$ cat src/rtl/csc_stream_ctrl.sv
// Stream controller around a fixed-latency YUV-to-RGB converter: delays the source
// stream to match the converter, switches output mode on frame boundaries and tracks frame geometry.
module csc_stream_ctrl #(
  parameter int LAT = 4,
  parameter int CW  = 12
) (
  input  logic          clk,
  input  logic          rst_n,
  input  logic          cfg_en,
  input  logic [1:0]    cfg_mode,
  input  logic [7:0]    y_in,
  input  logic [7:0]    u_in,
  input  logic [7:0]    v_in,
  input  logic          vs_in,
  input  logic          hs_in,
  input  logic          de_in,
  output logic [7:0]    csc_y,
  output logic [7:0]    csc_u,
  output logic [7:0]    csc_v,
  output logic          csc_vs,
  output logic          csc_hs,
  output logic          csc_de,
  input  logic [7:0]    csc_r,
  input  logic [7:0]    csc_g,
  input  logic [7:0]    csc_b,
  output logic [7:0]    r_out,
  output logic [7:0]    g_out,
  output logic [7:0]    b_out,
  output logic          vs_out,
  output logic          hs_out,
  output logic          de_out,
  output logic [1:0]    act_mode,
  output logic [CW-1:0] frame_width,
  output logic [CW-1:0] frame_height,
  output logic          line_err,
  output logic          frame_done
);

  typedef enum logic [1:0] {
    IDLE    = 2'd0,
    WAIT_VS = 2'd1,
    ACTIVE  = 2'd2
  } state_t;

  localparam int DW = 27;
  localparam logic [CW-1:0] CNT_MAX = {CW{1'b1}};
  localparam logic [CW-1:0] CNT_ONE = {{(CW-1){1'b0}}, 1'b1};

  state_t               state;
  state_t               state_nxt;
  logic                 load_stats;
  logic                 mode_latch;
  logic [1:0]           mode_sel;
  logic [1:0]           in_mode;

  logic                 vs_prev;
  logic                 de_prev;
  logic                 vs_rise;
  logic                 de_rise;
  logic                 de_fall;

  logic [LAT-1:0][DW-1:0] pix_d;
  logic [LAT-1:0][1:0]    mode_d;
  logic [DW-1:0]          pix_o;
  logic [7:0]             y_o;
  logic [7:0]             u_o;
  logic [7:0]             v_o;

  logic [CW-1:0]        pix_cnt;
  logic [CW-1:0]        line_cnt;
  logic [CW-1:0]        ref_w;
  logic                 ref_valid;
  logic [CW-1:0]        line_cnt_inc;
  logic [CW-1:0]        close_height;
  logic [CW-1:0]        close_width;

  // Converter input is a straight wire; the converter owns its own pipeline.
  assign csc_y  = y_in;
  assign csc_u  = u_in;
  assign csc_v  = v_in;
  assign csc_vs = vs_in;
  assign csc_hs = hs_in;
  assign csc_de = de_in;

  assign vs_rise = vs_in & ~vs_prev;
  assign de_rise = de_in & ~de_prev;
  assign de_fall = ~de_in & de_prev;

  always_ff @(posedge clk or negedge rst_n) begin
    if (!rst_n) begin
      vs_prev <= 1'b0;
      de_prev <= 1'b0;
    end else begin
      vs_prev <= vs_in;
      de_prev <= de_in;
    end
  end

  always_ff @(posedge clk or negedge rst_n) begin
    if (!rst_n) begin
      state <= IDLE;
    end else begin
      state <= state_nxt;
    end
  end

  always_comb begin
    state_nxt  = state;
    load_stats = 1'b0;
    mode_latch = 1'b0;
    case (state)
      IDLE: begin
        if (cfg_en) state_nxt = WAIT_VS;
      end
      WAIT_VS: begin
        // The frame in flight when we arrive is partial, so no stats here.
        if (vs_rise) begin
          state_nxt  = ACTIVE;
          mode_latch = 1'b1;
        end
      end
      ACTIVE: begin
        if (vs_rise) begin
          load_stats = 1'b1;
          if (cfg_en) mode_latch = 1'b1;
          else        state_nxt  = IDLE;
        end
      end
      default: state_nxt = IDLE;
    endcase
  end

  assign mode_sel = (cfg_mode == 2'b11) ? 2'b00 : cfg_mode;

  always_ff @(posedge clk or negedge rst_n) begin
    if (!rst_n) begin
      in_mode <= 2'b00;
    end else if (mode_latch) begin
      in_mode <= mode_sel;
    end else if (state_nxt != ACTIVE) begin
      in_mode <= 2'b00;
    end
  end

  // in_mode already lags the vs edge by one register, so after LAT more stages
  // it lines up with the first delayed pixel following the delayed vs edge.
  always_ff @(posedge clk or negedge rst_n) begin
    if (!rst_n) begin
      pix_d  <= '0;
      mode_d <= '0;
    end else begin
      pix_d[0]  <= {vs_in, hs_in, de_in, y_in, u_in, v_in};
      mode_d[0] <= in_mode;
      for (int i = LAT - 1; i > 0; i--) begin
        pix_d[i]  <= pix_d[i-1];
        mode_d[i] <= mode_d[i-1];
      end
    end
  end

  assign pix_o    = pix_d[LAT-1];
  assign vs_out   = pix_o[26];
  assign hs_out   = pix_o[25];
  assign de_out   = pix_o[24];
  assign y_o      = pix_o[23:16];
  assign u_o      = pix_o[15:8];
  assign v_o      = pix_o[7:0];
  assign act_mode = mode_d[LAT-1];

  always_comb begin
    r_out = y_o;
    g_out = u_o;
    b_out = v_o;
    case (act_mode)
      2'b01: begin
        r_out = csc_r;
        g_out = csc_g;
        b_out = csc_b;
      end
      2'b10: begin
        r_out = y_o;
        g_out = y_o;
        b_out = y_o;
      end
      default: begin
        r_out = y_o;
        g_out = u_o;
        b_out = v_o;
      end
    endcase
  end

  // A line ending in the same cycle as the closing vs edge still belongs to the closing frame.
  assign line_cnt_inc = (line_cnt == CNT_MAX) ? line_cnt : line_cnt + CNT_ONE;
  assign close_height = de_fall ? line_cnt_inc : line_cnt;
  assign close_width  = (de_fall && !ref_valid) ? pix_cnt : ref_w;

  always_ff @(posedge clk or negedge rst_n) begin
    if (!rst_n) begin
      pix_cnt <= '0;
    end else if (state != IDLE) begin
      if (de_rise) begin
        pix_cnt <= CNT_ONE;
      end else if (de_in && pix_cnt != CNT_MAX) begin
        pix_cnt <= pix_cnt + CNT_ONE;
      end
    end
  end

  always_ff @(posedge clk or negedge rst_n) begin
    if (!rst_n) begin
      line_cnt     <= '0;
      ref_w        <= '0;
      ref_valid    <= 1'b0;
      line_err     <= 1'b0;
      frame_width  <= '0;
      frame_height <= '0;
      frame_done   <= 1'b0;
    end else begin
      frame_done <= 1'b0;
      if (state == ACTIVE) begin
        if (load_stats) begin
          frame_width  <= close_width;
          frame_height <= close_height;
          frame_done   <= 1'b1;
          line_cnt     <= '0;
          ref_w        <= '0;
          ref_valid    <= 1'b0;
          line_err     <= 1'b0;
        end else if (de_fall) begin
          line_cnt <= line_cnt_inc;
          if (!ref_valid) begin
            ref_w     <= pix_cnt;
            ref_valid <= 1'b1;
          end else if (pix_cnt != ref_w) begin
            line_err <= 1'b1;
          end
        end
      end else if (state == WAIT_VS && vs_rise) begin
        line_cnt  <= '0;
        ref_w     <= '0;
        ref_valid <= 1'b0;
      end
    end
  end

endmodule

$ cat config.mk
export PLATFORM = sky130hd
export DESIGN_NAME = csc_stream_ctrl
export DESIGN_NICKNAME = d
export VERILOG_FILES = /design/src/rtl/csc_stream_ctrl.sv
export SDC_FILE = /design/constraint.sdc
export NUM_CORES = 1
export LEC_CHECK = 0
export BUFFER_PORTS_ARGS = -buffer_cell sky130_fd_sc_hd__buf_2
export CORE_AREA = 10 10 189 191
export CTS_CLUSTER_SIZE = 16
export DETAILED_ROUTE_END_ITERATION = 8
export DIE_AREA = 0 0 199 201
export RECOVER_POWER = 100
export SETUP_SLACK_MARGIN = 0.2
export SYNTH_ARGS = -nofsm -noshare
export SYNTH_HDL_FRONTEND = slang
export SYNTH_SLANG_ARGS = --single-unit
$ cat constraint.sdc
create_clock -name clk -period 2.85 [get_ports clk]
set_input_delay 0.57 -clock clk [delete_from_list [all_inputs] [get_ports clk]]
set_output_delay 0.57 -clock clk [all_outputs]
set_load 0.01 [all_outputs]
==> reports/metrics.yaml, run 1 <==
global_route:
  grt_pass1_vias: 5028
  antenna_found_initial: 2
  overflow: 0
  grt_first_pass_wirelength_um: 27200
  grt_max_degree: 64
  track_usage: 0.0857
setup_path:
  end_kind: "output pin"
  path_cells: "inv_1 -> ha_1 -> buf_4 -> mux2_2 -> clkbuf_1"
  crit_required_ps: 2280
  worst-endpoint-arrival_ps: 1820
  critPathKind: "reg -> out"
  slowest_stage: "dfrtp_1"
  start_kind: "flip-flop"
  cp_max_fo: 24
  r2r_slack_ps: 620
  critical-path-max-stage-delay_ps: 410
pwr:
  vdd_drop_max_v: 0.000347
  powerDensity_nw_per_um2: 732
  p_leak_nw: 3.55
route:
  firstDrtPassIters: 5
  wl_um: 16700
  vias: 4853
  ant_nets: 0
  drc: 0
  detail_route.vias_per_cell: 4.28
  drt-initial-drc-count: 291
  routedWlPerCell_um: 14.7
logic_synthesis:
  synth_top_family_by_area: "compound AO/OA/AOI/OAI gates"
  syn_area_um2: 7210
  syn_nets: 665
  ys_seq_area_frac: 0.635
  async_reset_ff_frac: 1.00
  syn-mean-instance-area_um2: 12.0
  synth_edf_count: 0
  synth_mux_area_frac: 0.0321
  yosysUniqueCellTypes: 66
  postSynthCellCount: 601
  synthXorXnorAreaFrac: 0.0170
  ys_seq_elements: 183
  yosysWarnings: 0
  synth_compound_area_frac: 0.125
  synth-simple-area-share: 0.118
  synth_fa_ha_area_frac: 0.0139
  synth_top_flop_cell: "dfrtp_1"
final_layout:
  post-route-util: 0.267
  layout-drive-gt1-share: 0.129
  mostFrequentLayoutCells: "dfrtp_1, clkbuf_1, nand2_1"
  layout-area-overhead-vs-synth_pct: 18.6
  final_common_cell: "dfrtp_1"
  fin_cells: 1135
  final_nets: 777
cts:
  clkLatencyLatePin_ps: 430
  clockBufferDepth: 2
  cts_root_buffer: "clkbuf_16"
  htreeDepth: 4
  cts.hold.buffers_added: 0
  clock-sinks: 183
  numCtsBuffers: 17
  cts_tree: "built"
  path_clk_slew_ps: 70
timing:
  setup_violations: 0
  rsz0062_at_grt: "no"
  maxSlewHeadroom: 0.0109
  report.final.slew_viol_count: 0
  worst_pin_slew_ps: 1480
  finalSetupTns_ps: 0
  hold_viol: 0
  post-route-period-util: 0.838
  final.setup_skew_ps: 11.8
  fin_crit_ps: 2390
  hold_ws_ps: 252
  clock.fmax_ghz: 0.419
  setup_slack_ps: 463
floorplanning:
  fp.dieH_um: 201
  die-area_um2: 40000
  coreArea_um2: 32000
  fp.dieW_um: 199
  initial_utilization: 0.225
  fp-row-count: 66
  io_pins: 138
placed_design:
  pre_cts_ws_ps: 729
  dp_cells: 1102
  io_buffer_count: 137
  hpwl_um: 12300
  gp_congestion: 0.847
run:
  drv_cap: 0
hold_path:
  hold_class: "in -> reg"
status:
  outcome: "finished, final reports clean"
==> sequential cells by signal (all words and copies together) (netlist names) <==
| register | flops |
|---|---|
| pix_d | 81 |
| pix_o | 27 |
| frame_height | 12 |
| frame_width | 12 |
| line_cnt | 12 |
| pix_cnt | 12 |
| ref_w | 12 |
| mode_d | 6 |
| act_mode | 2 |
| in_mode | 2 |
| state | 2 |
| frame_done | 1 |
| line_err | 1 |
| ref_valid | 1 |
==> synth_stat cells (all sizes together) (3+ instances only) <==
library cell	number	area share
nand2	78	0.041
nand4	6	0.0061
mux2	9	0.014
ha	8	0.014
nor2	19	0.0099
a211oi	4	0.0042
and3	4	0.0035
or4	8	0.0090
and4	3	0.0036
nand2b	4	0.0035
or2	6	0.0052
nor3b	4	0.0049
a31oi	9	0.0078
a21o	3	0.0031
nand3	9	0.0062
xnor2	10	0.012
o21ai	52	0.036
clkbuf	22	0.016
a22oi	17	0.018
nor4	4	0.0035
o311ai	5	0.0061
a41oi	3	0.0047
buf	38	0.037
and2	3	0.0026
mux2i	13	0.018
inv	11	0.0057
or3	7	0.0069
a32oi	3	0.0036
a21oi	10	0.0069
xor2	4	0.0049
o31ai	13	0.014
dfrtp	183	0.64
o211ai	4	0.0042
nor3	6	0.0042
==> layer usage <==
metal	GRT usage	wire, µm	vias to the layer above
met1	0.0996	7010	2408
li1	-	-	2333
met3	0.0215	636	20
met5	0	0	-
met4	0.0384	294	0
met2	0.145	8720	92
==> path summary, 6_finish.rpt <==
kind | startpoint | to | cells past startpoint
max | act_mode[1] | r_out[2] | 5
min | u_in[5] | pix_d[13] | 1
max reg2reg | state[0] | frame_height[11] | 6
min reg2reg | pix_d[32] | pix_d[59] | 0
max in group asynchronous | rst_n | frame_width[9] | 2
min in group asynchronous | rst_n | pix_o[19] | 1
==> worst max-delay path, delay by kind of cell (launching register included) <==
family / cells / cell delay (ps)
buffers and inverters: 3 / 470
multiplexers: 1 / 380
adder cells (fa/ha/maj): 1 / 130
flip-flops: 1 / 410
==> cell families (layout without fill, tap and decap cells) <==
kind of cell               count (synthesis)  in the layout
AOI/OAI and AO/OA                        136            136
adders and majority gates                  8              8
DFF                                      183            183
buffers and inverters                     71            196
other                                      0              1
xor gates and xnor gates                  14             14
and+or+nand+nor                          167            167
muxes                                     22             22
==> stage by stage <==
step	power, mW	instance area (µm²)
after global routing	6.60	8550
after CTS	6.41	8750
final	6.25	8550
after detailed placement	4.10	8170
after global placement	4.08	8170
after floorplan	3.68	7210
==> where the power goes <==
| group | leakage, nW | internal [mW] | switching, mW |
|---|---|---|---|
| clock | 0.286 | 1.18 | 1.11 |
| sequential | 2.28 | 2.81 | 0.168 |
| combinational | 0.983 | 0.357 | 0.634 |
| total | 3.55 | 4.35 | 1.91 |
==> area by class of cell <==
| type | instances | area (µm²) |
|---|---|---|
| fill | 3388 | 23500 |
| sequential | 183 | 4580 |
| multi-input combinational | 347 | 2170 |
| timing repair buffer | 153 | 659 |
| tap | 408 | 510 |
| clock buffer | 18 | 429 |
| clock inverter | 14 | 151 |
| inverter | 11 | 41.3 |
| antenna | 1 | 2.50 |
==> timing repair <==
action	in CTS	in global routing
buffers inserted	0	0
resized for setup	0	1
endpoints found under the setup margin	0	8
hold endpoints to repair	0	0
(Power assumes the default switching activity.)
==> run 2, diff against run 1 <==
==> constraint.sdc (replaced) <==
create_clock -name clk -period 2.5 [get_ports clk]
set_input_delay 0.5 -clock clk [delete_from_list [all_inputs] [get_ports clk]]
set_output_delay 0.5 -clock clk [all_outputs]
set_load 0.01 [all_outputs]
==> run 2 against run 1 <==
Against the previous run: combinational power up 17%; final cell count unchanged; clock power increased by 12%; clock skew decreased by 1.6 ps; global-route usage fell by 0.11 points; clock-buffer cell count did not move; sequential cell count stayed put; highest routed layer unchanged; worst hold slack got worse by 67 ps; largest power group unchanged.
==> reports/metrics.yaml, run 2 (synthesis results as in run 1) <==
status:
  outcome: "finished, final reports clean"
pwr:
  clkPwrFrac: 0.360  # -0.005
  power.share.switching: 0.301  # -0.00407
  pwr-share-comb: 0.163  # +0.005
  seqPwrFrac: 0.477  # about the same
  p_leak_nw: 3.60  # +1.4%
  vdd_drop_max_v: 0.000372  # +7.0%
  totalPowerFinal_mw: 7.12  # +14%
  powerDensity_nw_per_um2: 826  # +13%
  p_int_mw: 4.98  # +15%
  power.switching_mw: 2.14  # +12%
final_layout:
  regArea_um2: 4580  # unchanged
  fillers: 3354  # -1.0%
  multi_input_area_um2: 2210  # +1.6%
  final_common_cell: "dfrtp_1"
  final_nets: 779  # +0.26%
  largest_register_ffs: 81  # unchanged
  layout-area-overhead-vs-synth_pct: 19.6
  design_area_um2: 8620  # +0.86%
  regMostFlops: "pix_d"
  mostFrequentLayoutCells: "dfrtp_1, clkbuf_1, nand2_1"
  post-route-util: 0.269  # +0.00230
  antenna_cells: 0  # -1
  layout-drive-gt1-share: 0.151  # +0.0218
  fin_cells: 1135  # unchanged
global_route:
  overflow: 0  # unchanged
  track_usage: 0.0846  # -0.00113
  grt_first_pass_wirelength_um: 26600  # -2.1%
  grt_pass1_vias: 4932  # -1.9%
  grt_max_degree: 57  # -11%
  antenna_found_initial: 2  # unchanged
placed_design:
  hpwl_um: 12200  # -1.3%
  io_buffer_count: 137  # unchanged
  dp_cells: 1101  # -0.091%
  pre_cts_ws_ps: 389  # -340 ps
  gp_congestion: 0.812  # -4.1%
  dpl_cell_area_um2: 8200  # +0.37%
timing:
  final.setup_skew_ps: 10.1  # -1.63 ps
  hold_ws_ps: 185  # -67.0 ps
  setup_violations: 0  # unchanged
  hold_viol: 0  # unchanged
  finalSetupTns_ps: 0  # unchanged
  rsz0062_at_grt: "yes"
  report.final.slew_viol_count: 0  # unchanged
  setup_slack_ps: 248  # -215 ps
  clock.fmax_ghz: 0.444
  fin_crit_ps: 2250
  post-route-period-util: 0.901
  maxSlewHeadroom: 0.121  # +0.110
  worst_pin_slew_ps: 1320  # -165 ps
setup_path:
  reg2reg_to: "frame_width[4]"
  reg2reg_from: "pix_d[24]"
  path_cells: "inv_1 -> ha_4 -> buf_12 -> mux2_2 -> buf_2"
  worst-endpoint-arrival_ps: 1750  # -70 ps
  slowest_stage: "dfrtp_1"
  worstSetupEndpoint: "r_out[0]"
  r2r_slack_ps: 340  # -280 ps
  start_kind: "flip-flop"
  critical-path-max-stage-delay_ps: 420  # about the same
  crit_required_ps: 2000  # -280 ps
  cp-startpoint: "act_mode[1]"
  end_kind: "output pin"
  cp_max_fo: 12  # -50%
  r2r_cells: 4  # -2
  critPathKind: "reg -> out"
floorplanning:
  die-area_um2: 40000  # unchanged
  fp.dieH_um: 201  # unchanged
  coreArea_um2: 32000  # unchanged
  initial_utilization: 0.225  # unchanged
  fp-row-count: 66  # unchanged
  fp.dieW_um: 199  # unchanged
  io_pins: 138  # unchanged
route:
  drt-initial-drc-count: 359  # +23%
  routedWlPerCell_um: 14.8  # +0.91%
  detail_route.vias_per_cell: 4.31  # +0.74%
  wl_um: 16800  # +0.91%
  ant_nets: 0  # unchanged
  firstDrtPassIters: 5  # unchanged
  vias: 4889  # +0.74%
  drc: 0  # unchanged
cts:
  numCtsBuffers: 17  # unchanged
  clock-sinks: 183  # unchanged
  htreeDepth: 4  # unchanged
  cts_root_buffer: "clkbuf_16"
  cts_tree: "built"
  clkLatencyLatePin_ps: 440  # about the same
  path_clk_slew_ps: 70  # about the same
  clockBufferDepth: 2  # unchanged
hold_path:
  hold_class: "in -> reg"
run:
  drv_cap: 0  # unchanged
[run 2: cell types whose count changed in the layout (fill, tap and decap cells not counted), sizes merged]
cell | before | now
buf | 40 | 46
clkbuf | 131 | 127
clkinv | 5 | 3
clkinvlp | 0 | 1
diode | 1 | 0
[run 2: worst min-delay path by stage]
stage	startpoint	end	cells after the start
after detailed placement	pix_d[7]	pix_d[34]	0
after CTS	rst_n	pix_d[12]	1
final	u_in[5]	pix_d[13]	1
after global routing	y_in[5]	pix_d[21]	1
after global placement	pix_d[77]	pix_o[23]	0
after floorplan	rst_n	act_mode[0]	0
[run 2: critical path, delay by kind of cell (launching register included)]
kind	cells	cell delay [ps]
multiplexers	1	330
buffers and inverters	3	390
flip-flops	1	420
adder cells (fa/ha/maj)	1	170
[run 2: layout make-up]
cell class,instances,share of cell area
Multi-Input combinational cell,347,0.256
Timing Repair Buffer,155,0.0830
Clock inverter,13,0.0148
Clock buffer,18,0.0509
Tap cell,408,0.0592
Sequential cell,183,0.531
Inverter,11,0.00479
[run 2: power by group through the flow]
stage               Combinational, mW  Sequential [mW]  Clock, mW
floorplan                       0.756             3.43          0
global placement                 1.21             3.45          0
detailed placement               1.22             3.46          0
CTS                              1.23             3.40       2.65
global route                     1.30             3.44       2.78
finish                           1.16             3.40       2.56
[run 2: what timing repair did]
action                     in CTS  in global routing
resized for setup               2                  8
pin swaps                       0                  1
setup buffers                   0                  2
setup endpoints to repair      24                 25
gates cloned                    0                  1
hold buffers                    0                  0
[run 2: metal layers]
metal | vias up | global-route usage | part of all wire
met5 | - | 0 | 0
met4 | 0 | 0.0373 | 0.020
met3 | 24 | 0.0253 | 0.045
met2 | 95 | 0.145 | 0.52
met1 | 2430 | 0.0945 | 0.42
li1 | 2340 | - | -
==> run 3, diff against run 2 <==
--- a/config.mk
+++ b/config.mk
@@ -6,10 +6,14 @@
 export NUM_CORES = 1
 export LEC_CHECK = 0
 export BUFFER_PORTS_ARGS = -buffer_cell sky130_fd_sc_hd__buf_2
+export CELL_PAD_IN_SITES_DETAIL_PLACEMENT = 0
+export CELL_PAD_IN_SITES_GLOBAL_PLACEMENT = 1
 export CORE_AREA = 10 10 189 191
 export CTS_CLUSTER_SIZE = 16
 export DETAILED_ROUTE_END_ITERATION = 8
 export DIE_AREA = 0 0 199 201
+export MAX_ROUTING_LAYER = met4
+export PLACE_DENSITY_LB_ADDON = 0.15
 export RECOVER_POWER = 100
 export SETUP_SLACK_MARGIN = 0.2
 export SYNTH_ARGS = -nofsm -noshare
==> run 3 against run 2 <==
Against the previous run: sequential cell count is the same; critical path depth did not move; global-route usage up 1.3 points; final area grew 1.2%; clock-buffer cell count increased by 3; sequential power barely moved; sequential share of layout area down 0.62 points; wire length up 11%; non-clock buffer count increased by 1; setup slack improved by 1.3 ps; the flow now finishes with violations (capacitance limit, slew limit).
==> reports/metrics.yaml, run 3 (synthesis results as in run 1) <==
timing:
  report.final.slew_viol_count: 57  # +57
  clock.fmax_ghz: 0.444  # about the same
  post-route-period-util: 0.900  # about the same
  finalSetupTns_ps: 0  # unchanged
  maxSlewHeadroom: -0.0128  # -0.134
  rsz0062_at_grt: "yes"
  fin_crit_ps: 2250  # -1.32 ps
  worst_pin_slew_ps: 1520  # +200 ps
  setup_violations: 0  # unchanged
  hold_viol: 0  # unchanged
  final.setup_skew_ps: 8.40  # -1.74 ps
final_layout:
  mostFrequentLayoutCells: "dfrtp_1, clkbuf_1, nand2_1"
  layout-drive-gt1-share: 0.154  # +0.00233
  design_area_um2: 8720  # +1.2%
  fin_cells: 1139  # +0.35%
  regMostFlops: "pix_d"
  final_nets: 780  # +0.13%
  final_common_cell: "dfrtp_1"
  layout-area-overhead-vs-synth_pct: 21.0
  largest_register_ffs: 81  # unchanged
global_route:
  antenna_found_initial: 2  # unchanged
  grt_pass1_vias: 5163  # +4.7%
  grt_max_degree: 58  # +1.8%
  grt_first_pass_wirelength_um: 29600  # +11%
  track_usage: 0.0977  # +0.0132
  overflow: 0  # unchanged
status:
  violations: "capacitance limit, slew limit"
  outcome: "finished, violations left"
setup_path:
  r2r_cells: 6  # +2
  end_kind: "output pin"
  worst-endpoint-arrival_ps: 1750  # about the same
  critical-path-max-stage-delay_ps: 420  # about the same
  crit_family: "flip-flops"
  critPathKind: "reg -> out"
  crit_required_ps: 2000  # about the same
  path_cells: "inv_1 -> ha_4 -> buf_12 -> mux2_2 -> clkbuf_1"
  start_kind: "flip-flop"
  reg2reg_from: "state[0]"
  reg2reg_to: "pix_cnt[5]"
  r2r_slack_ps: 270  # -70 ps
  cp_max_fo: 12  # unchanged
  worstSetupEndpoint: "r_out[2]"
  crit_buf_inv: 3  # unchanged
  path_depth: 5  # unchanged
  slowest_stage: "dfrtp_1"
  cp-startpoint: "act_mode[1]"
pwr:
  p_leak_nw: 3.65  # +1.4%
  totalPowerFinal_mw: 7.53  # +5.8%
  powerDensity_nw_per_um2: 863  # +4.5%
  vdd_drop_max_v: 0.000525  # +41%
route:
  detail_route.vias_per_cell: 4.28  # -0.72%
  routed-wl-met2_um: 8970  # +3.3%
  drc: 0  # unchanged
  wl_met1_um: 8300  # +18%
  wl_met3_um: 1190  # +57%
  vias: 4871  # -0.37%
  firstDrtPassIters: 4  # -1
  drt-initial-drc-count: 180  # -50%
  routedWlPerCell_um: 16.4  # +11%
  wl_um: 18700  # +11%
  topRoutingLayerUsed: "met4"
  ant_nets: 0  # unchanged
placed_design:
  dp_cells: 1104  # +0.27%
  dpl_cell_area_um2: 8190  # -0.18%
  hpwl_um: 13500  # +11%
  gp_congestion: 0.775  # -4.5%
  io_buffer_count: 137  # unchanged
hold_path:
  hold_class: "in -> reg"
floorplanning:
  initial_utilization: 0.225  # unchanged
  coreArea_um2: 32000  # unchanged
  fp.dieH_um: 201  # unchanged
  fp.dieW_um: 199  # unchanged
  fp-row-count: 66  # unchanged
  die-area_um2: 40000  # unchanged
  io_pins: 138  # unchanged
cts:
  cts.hold.buffers_added: 0  # unchanged
  cts_root_buffer: "clkbuf_16"
  path_clk_slew_ps: 70  # about the same
  cts_tree: "built"
  htreeDepth: 4  # unchanged
  clock-sinks: 183  # unchanged
  clkLatencyLatePin_ps: 440  # about the same
  numCtsBuffers: 17  # unchanged
  clockBufferDepth: 2  # unchanged
run:
  drv_cap: 1  # +1
-- run 3: cell count changes in the layout (fill, tap and decap cells not counted), sizes merged --
cell / change
buf: +6
diode: +2
clkbuf: -2
inv: -5
clkinv: -1
bufinv: +4
-- run 3: routing by layer --
layer	global-route usage	up-vias
met5	-	-
met2	0.153	114
met3	0.0377	11
met1	0.114	2408
li1	-	2338
met4	0.0286	0
-- run 3: worst register-to-register path, cell delays in order, from the launching register on --
cell	delay (ps)
dfrtp_1	440
inv_1	100
ha_1	260
nand3b_1	270
or2_0	420
or4_1	520
a21oi_1	150
-- run 3: timing repair --
action	CTS	global route
endpoints found under the hold margin	0	0
endpoints found under the setup margin	24	27
setup buffers	0	0
cloned	0	1
resized for setup	3	13
-- run 3: per-stage QoR --
stage               utilization  hold WS [ps]  setup WS, ps
floorplan                     -           204           508
global placement          0.256           331           424
detailed placement        0.256           335           308
CTS                       0.276          29.5           199
global route              0.272           137          88.0
finish                    0.272           178           249
-- run 3: cell type report --
class / count / area [µm²]
antenna: 2 / 5.00
clock buffer: 21 / 450
clock inverter: 11 / 185
fill: 3400 / 23300
inverter: 11 / 41.3
multi-input combinational: 347 / 2210
sequential: 183 / 4580
tap: 408 / 510
timing repair buffer: 156 / 747
-- run 3: worst min-delay path by stage --
stage                     slack [ps]  cells after the start          end      start
after CTS                         30                      1    pix_d[57]      rst_n
final                            180                      1    pix_d[20]    y_in[4]
after global routing             140                      1    pix_d[20]    y_in[4]
after global placement           330                      0    pix_o[21]  pix_d[75]
after detailed placement         330                      0    pix_d[27]   pix_d[0]
after floorplan                  200                      0  act_mode[0]      rst_n
-- run 3: where the power goes --
part	total (mW)	switching, mW	internal, mW	leakage [nW]
Combinational	1.21	0.776	0.431	1.06
Sequential	3.42	0.208	3.21	2.28
Clock	2.91	1.18	1.72	0.306
Total	7.53	2.17	5.36	3.65
